==> config.mk <==
export PLATFORM = sky130hd
export DESIGN_NAME = tcdm_g_master
export DESIGN_NICKNAME = d
export VERILOG_FILES = /design/src/rtl/tcdm_g_master.sv
export SDC_FILE = /design/constraint.sdc
export NUM_CORES = 1
export LEC_CHECK = 0
export ABC_AREA = 0
export BUFFER_PORTS_ARGS = -buffer_cell sky130_fd_sc_hd__buf_4
export CORE_UTILIZATION = 56
export CTS_BUF_LIST = sky130_fd_sc_hd__clkbuf_8
export DETAILED_ROUTE_END_ITERATION = 7
export PLACE_DENSITY = 0.84
export SYNTH_ARGS = -nofsm -noshare
export SYNTH_HDL_FRONTEND = slang
export SYNTH_SLANG_ARGS = --single-unit
==> constraint.sdc <==
create_clock -name clk -period 4 [get_ports clk]
set_clock_uncertainty 0.1 [all_clocks]
set_input_delay 0.4 -clock clk [delete_from_list [all_inputs] [get_ports clk]]
set_output_delay 0.4 -clock clk [all_outputs]
set_load 0.02 [all_outputs]
==> src/rtl/tcdm_g_master.sv <==
// Burst master for a group of SIZE TCDM banks addressed as one wide row.
// Stores stream straight through to the SRAM; loads are buffered in a 2-entry FIFO.
module tcdm_g_master #(
    parameter int ADDR_SRAM_WIDTH = 10,
    parameter int DATA_WIDTH      = 32,
    parameter int BE_WIDTH        = DATA_WIDTH / 8,
    parameter int SIZE            = 1,
    parameter int LEN_WIDTH       = 16
) (
    input  logic                         clk,
    input  logic                         rst_n,
    input  logic                         start,
    input  logic [ADDR_SRAM_WIDTH-1:0]   cfg_addr,
    input  logic [LEN_WIDTH-1:0]         cfg_len,
    input  logic                         cfg_wen,
    output logic                         busy,
    output logic                         done,
    input  logic                         wr_valid,
    output logic                         wr_ready,
    input  logic [SIZE*DATA_WIDTH-1:0]   wr_data,
    input  logic [SIZE*BE_WIDTH-1:0]     wr_be,
    output logic                         rd_valid,
    input  logic                         rd_ready,
    output logic [SIZE*DATA_WIDTH-1:0]   rd_data,
    output logic                         data_req_SRAM,
    output logic [ADDR_SRAM_WIDTH-1:0]   data_add_SRAM,
    output logic                         data_wen_SRAM,
    output logic [SIZE*DATA_WIDTH-1:0]   data_wdata_SRAM,
    output logic [SIZE*BE_WIDTH-1:0]     data_be_SRAM,
    input  logic [SIZE*DATA_WIDTH-1:0]   data_r_rdata_SRAM,
    output logic [1:0]                   dbg_state_o
);

    typedef enum logic [1:0] {
        IDLE  = 2'd0,
        WRITE = 2'd1,
        READ  = 2'd2,
        DRAIN = 2'd3
    } state_t;

    state_t                       state_q;
    logic [ADDR_SRAM_WIDTH-1:0]   cur_addr_q;
    logic [ADDR_SRAM_WIDTH-1:0]   last_addr_q;
    logic [LEN_WIDTH-1:0]         len_q;
    logic                         done_q;
    logic                         pend_q;
    logic [1:0]                   cnt_q;
    logic [1:0]                   cnt_d;
    logic                         wr_ptr_q;
    logic                         rd_ptr_q;
    logic [SIZE*DATA_WIDTH-1:0]   fifo_q [2];

    logic       pop;
    logic       w_issue;
    logic       r_issue;
    logic       issue;
    logic       last_beat;
    logic [1:0] occ;

    assign pop       = (cnt_q != 2'd0) && rd_ready;
    assign occ       = cnt_q + {1'b0, pend_q};
    assign w_issue   = (state_q == WRITE) && wr_valid;
    // A full FIFO+pending slot may still issue when a pop frees an entry this cycle.
    assign r_issue   = (state_q == READ) && ((occ < 2'd2) || ((occ == 2'd2) && pop));
    assign issue     = w_issue || r_issue;
    assign last_beat = (len_q == LEN_WIDTH'(1));
    assign cnt_d     = cnt_q + {1'b0, pend_q} - {1'b0, pop};

    assign data_req_SRAM   = issue;
    assign data_wen_SRAM   = ~w_issue;
    assign data_add_SRAM   = issue ? cur_addr_q : last_addr_q;
    assign data_wdata_SRAM = wr_data;
    assign data_be_SRAM    = wr_be;
    assign wr_ready        = (state_q == WRITE);
    assign rd_valid        = (cnt_q != 2'd0);
    assign rd_data         = fifo_q[rd_ptr_q];
    assign busy            = (state_q != IDLE);
    assign done            = done_q;
    assign dbg_state_o     = state_q;

    always_ff @(posedge clk or negedge rst_n) begin
        if (!rst_n) begin
            state_q     <= IDLE;
            cur_addr_q  <= '0;
            last_addr_q <= '0;
            len_q       <= '0;
            done_q      <= 1'b0;
        end else begin
            done_q <= 1'b0;
            if (issue) begin
                last_addr_q <= cur_addr_q;
                cur_addr_q  <= cur_addr_q + ADDR_SRAM_WIDTH'(1);
                len_q       <= len_q - LEN_WIDTH'(1);
            end
            case (state_q)
                IDLE: begin
                    if (start) begin
                        if (cfg_len == '0) begin
                            done_q <= 1'b1;
                        end else begin
                            cur_addr_q <= cfg_addr;
                            len_q      <= cfg_len;
                            state_q    <= cfg_wen ? READ : WRITE;
                        end
                    end
                end
                WRITE: begin
                    if (w_issue && last_beat) begin
                        state_q <= IDLE;
                        done_q  <= 1'b1;
                    end
                end
                READ: begin
                    if (r_issue && last_beat) begin
                        state_q <= DRAIN;
                    end
                end
                DRAIN: begin
                    if (!pend_q && (cnt_d == 2'd0)) begin
                        state_q <= IDLE;
                        done_q  <= 1'b1;
                    end
                end
                default: state_q <= IDLE;
            endcase
        end
    end

    // Read data returns one cycle after issue and is captured in that cycle.
    always_ff @(posedge clk or negedge rst_n) begin
        if (!rst_n) begin
            pend_q    <= 1'b0;
            cnt_q     <= 2'd0;
            wr_ptr_q  <= 1'b0;
            rd_ptr_q  <= 1'b0;
            fifo_q[0] <= '0;
            fifo_q[1] <= '0;
        end else begin
            pend_q <= r_issue;
            cnt_q  <= cnt_d;
            if (pend_q) begin
                fifo_q[wr_ptr_q] <= data_r_rdata_SRAM;
                wr_ptr_q         <= ~wr_ptr_q;
            end
            if (pop) begin
                rd_ptr_q <= ~rd_ptr_q;
            end
        end
    end

endmodule

== After elaboration in Yosys (flattened, before gate mapping) ==
Index checks and enable logic that the tools add are counted.
W data, S select, Z words.
Word-level totals
  logic and storage cells: 78
  flip-flop bits (word level): 108
  input bits: 100
  output and inout bits: 86
Cells by class
  multiplexer cells: 27
  magnitude comparators: 4
  add/subtract/negate cells: 4
  reductions and logical operators: 17
  bitwise logic cells: 5
  eq/ne operators: 10
Operator list (number)
  $mux W32: 4
  $bwmux W64: 1
  $mux W16: 4
  $mux W10: 5
  $demux W32 S1: 1
  $eq A16 B1 Y1 const B: 1
  $logic_not A16 Y1: 1
  $sub A16 B1 Y16 const B: 1
  $mux W2: 6
  $add A10 B1 Y10 const B: 1
  $logic_and A1 B1 Y1: 8
  $pmux W2 S4: 1
  $eq A2 B2 Y1 const B: 3
  $ne A2 B2 Y1 const B: 3
  $reduce_and A5 Y1: 1
  $ge A2 B2 Y1 const B: 2
  $logic_not A2 Y1: 2
  $mux W1: 4
  $ne A2 B1 Y1 const B: 2
  $not A1 Y2: 2
  $reduce_bool A2 Y1: 2
  $not A1 Y1: 3
  $pmux W1 S3: 1
  $add A2 B1 Y2: 1
  other kinds (6): 7

== Longest topological paths before layout ==
  word-level depth: 10
  gate-level depth with buffers: 9

== Least setup slack after synthesis ==
OpenSTA, ideal clock, no wires.
  path type: register to output
  start: register state_q[0], in the netlist dbg_state_o[0]
  end: output data_add_SRAM[6]
  stages on the path, launching flop included: 9
  slack: 1.170 ns
  arrival: 2.330 ns
  path through: dfrtp_1 > clkbuf_1 > nor2b_1 > and2_1 > buf_2 > nor2_2 > clkinv_1 > buf_2 > mux2_2
On the way
  word-level cells in the longest chain between the ends: 4
  elaborated cells on any way between the ends: 6
  classes of those cells: 2 x eq/ne; 1 x mux; 3 x reduce/logical
RTL lines
  from (decl): line 41  | state_t state_q;
  from (signal assigned): line 103  | state_q <= cfg_wen ? READ : WRITE;
  $eq A2 B1 Y1
  net wr_ready: line 19  | output logic wr_ready,
  $logic_and A1 B1 Y1: line 62  | assign w_issue = (state_q == WRITE) && wr_valid;
  $logic_or A1 B1 Y1: line 65  | assign issue = w_issue || r_issue;
  net data_req_SRAM: line 25  | output logic data_req_SRAM,
  $mux W10
  to (decl): line 26  | output logic [ADDR_SRAM_WIDTH-1:0] data_add_SRAM,
The timed path passes the listed nets, and every way through them passes these cells.

== Final worst setup path ==
  start: register pend_q
  end: output data_add_SRAM[2]
On the way
  word-level cells in the longest chain between the ends: 7
  elaborated cells on any way between the ends: 8
  classes of those cells: 1 x add/sub; 1 x order compare; 1 x eq/ne; 1 x mux; 4 x reduce/logical
RTL lines
  from (decl): line 46  | logic pend_q;
  from (signal assigned): line 139  | pend_q <= r_issue;
  $add A2 B1 Y2 *: line 61  | assign occ = cnt_q + {1'b0, pend_q};
  $eq A2 B2 Y1: line 64  | assign r_issue = (state_q == READ) && ((occ < 2'd2) || ((occ == 2'd2) && pop));
  $logic_and A1 B1 Y1: line 64
  $logic_or A1 B1 Y1 *: line 64
  $logic_and A1 B1 Y1 *: line 64
  $logic_or A1 B1 Y1 *: line 65
  $mux W10 *
Mark *: on every way between the ends. The rest lies on a longest branch, timed or not.

==> impl_metrics.json <==
{
  "power_density_nw_per_um2": 805,
  "first_global_vias": 3574,
  "final_cell_mix": "buf_4 (121), dfrtp_1 (108), mux2_2 (107)",
  "fin_crit_sh_pct": 81.0,
  "port_buffers": 113,
  "setup_ws_ns": 0.759,
  "cp_common_cell": "buf_4",
  "fin_tns_setup_ns": 0,
  "die_x_um": 99.7,
  "path_max_fanout": 19,
  "ant_nets": 0,
  "via_count": 3664,
  "ioPinCount": 186,
  "place.gp.congestion": 0.901,
  "synth.avg_cell_area_um2": 12.0,
  "rows": 35,
  "pwr-share-comb_pct": 46.4,
  "p_sw_share_pct": 36.9,
  "synth_cells": 444,
  "nets": 623,
  "syn_nets": 549,
  "rsz0062_at_grt": "false",
  "wl_per_cell_um": 16.5,
  "startpoint_type": "register",
  "clkTransAtPathRegs_ns": 0.10,
  "area_growth_syn_to_layout_pct": 17.7,
  "worst_hold_slack_ns": -0.0110,
  "met2_usage_pct": 36.0,
  "critPathRequiredTime_ns": 3.50,
  "htreeDepth": 3,
  "synth_area_um2": 5350,
  "drive_gt1_share_pct": 48.0,
  "grt_max_degree": 61,
  "grt_usage_pct": 22.4,
  "violations": "hold timing",
  "arrival_ns": 2.74,
  "hold_viol_final": 3,
  "status": "finished with violations",
  "clkPwrFrac_pct": 14.5,
  "seqPwrFrac_pct": 39.1,
  "clkLatencyLatePin_ns": 0.35,
  "placed_cells": 636,
  "dieArea_um2": 9940,
  "criticalPathCategory": "register to output port",
  "busiest_layer": "met2",
  "cts.sinks": 108,
  "final-instance-count-excl-fill": 652,
  "cts_buffers": 9,
  "yosys_most_used_dff": "dfrtp_1",
  "wirelength_mm": 10.8,
  "cp_cell_sequence": "ha_1 -> xor2_1 -> a221oi_2 -> buf_4 -> nor2_2 -> clkinv_1 -> mux2_2 -> buf_4",
  "hold_class": "input port to asynchronous set/reset pin",
  "die_h_um": 99.7,
  "endpoint_kind": "output port",
  "yosysUniqueCellTypes": 46,
  "irDropWorstVdd_mv": 0.451,
  "final_common_cell": "buf_4",
  "setup_viol": 0,
  "cts_setup_buffers": 0,
  "drv_cap": 0,
  "coreArea_um2": 9240,
  "diodes": 0,
  "post_cts_resized": 0,
  "switchingPower_uw": 1870,
  "slowest_stage": "dfrtp_1",
  "postCtsHoldBufs": 0,
  "grt_overflow": 0,
  "dp_slack_ns": 1.14,
  "cts_tree": "built",
  "ys_ff_latch": 108,
  "hpwl_mm": 7.65,
  "grtUsageMet3_pct": 3.94,
  "drc": 0,
  "cellInternalPower_uw": 3190,
  "first_pass_iters": 4,
  "antenna_found_initial": 0,
  "crit_family": "buffers and inverters",
  "cts_root_buf": "clkbuf_8",
  "max_freq_mhz": 309,
  "cp_slowest_stage_delay_ns": 0.45,
  "async_reset_ff_share_pct": 100,
  "max_slew_margin_pct": 34.5,
  "slew_viol_final": 0,
  "vias_per_cell": 5.62,
  "clockBufferDepth": 2,
  "ys_warn_count": 0,
  "drt_iter0_drc": 120,
  "start_util_pct": 57.8,
  "path_buf_inv": 3,
  "tightest_slew_ns": 0.981,
  "synth_edf_count": 0,
  "min_period_ns": 3.24,
  "p_leak_uw": 0.00276,
  "grt_util_met1_pct": 31.3,
  "grt_pass1_wl_mm": 17.6,
  "power_uw": 5060,
  "ys_seq_area_share_pct": 50.6
}
==> cells in the mapped netlist, drive strengths merged, types with 6 or more instances <==
cell type,n,area (um^2)
dfrtp,108,2700
mux2,107,1200
nand2,20,75.1
nor4,6,37.5
xor2,16,140
nor3,6,30.0
nor2,20,77.6
o21ai,15,75.1
buf,47,317
clkbuf,11,41.3
a21oi,12,60.1
or4,8,67.6
inv,6,22.5
==> per-stage QoR <==
stage	cell area [um^2]	hold slack (ns)	utilization [%]
5_1_grt	6290	0.0317	68.1
3_3_place_gp	6060	0.348	65.6
4_1_cts	6290	0.0130	68.1
6_report	6290	-0.0110	68.1
2_1_floorplan	5350	0.00441	-
3_5_place_dp	6060	0.361	65.6
==> worst paths after layout <==
check	startpoint	end	slack, ns	cells past startpoint
min	rst_n	fifo_q[42]	-0.01	1
max	pend_q	data_add_SRAM[2]	0.76	8
min reg2reg	last_addr_q[4]	last_addr_q[4]	0.38	2
min in group clk	cfg_len[4]	len_q[4]	0.15	2
max reg2reg	pend_q	len_q[14]	1.44	8
max in group asynchronous	rst_n	cur_addr_q[2]	2.94	2
==> logic make-up after synthesis <==
group | share of synthesized area, %
AOI/OAI and AO/OA | 6.60
xor gates and xnor gates | 3.44
adders and majority gates | 1.17
buffers and inverters | 7.19
DFF | 50.6
muxes | 22.5
and+or+nand+nor | 8.50
==> power groups by stage <==
stage               registers, uW  clock network [uW]  logic [uW]
detailed placement           2000                   0        2360
finish                       1980                 732        2350
CTS                          1980                 754        2370
global placement             1950                   0        2300
floorplan                    1880                   0        1640
global route                 2050                 792        2540
==> cell type report <==
class	count	area (um^2)
clock buffer	9	124
clock inverter	7	101
fill	700	2950
inverter	7	26.3
multi-input combinational	271	2270
sequential	108	2700
tap	129	161
timing repair buffer	121	908
==> registers in the layout, summed over array words and instances, names as in the netlist <==
signal / count
cur_addr_q: 10
wr_ptr_q: 1
fifo_q: 64
len_q: 16
pend_q: 1
dbg_state_o: 2
rd_ptr_q: 1
done: 1
cnt_q: 2
last_addr_q: 10
==> metal layers <==
layer	wire [um]	share of wire, %	vias to the layer above
li1	-	-	1696
met1	4900	45	1814
met2	5120	48	141
met3	624	5.8	13
met4	121	1.1	0
met5	0	0	-
No activity file was read; power rests on OpenSTA's default activity.
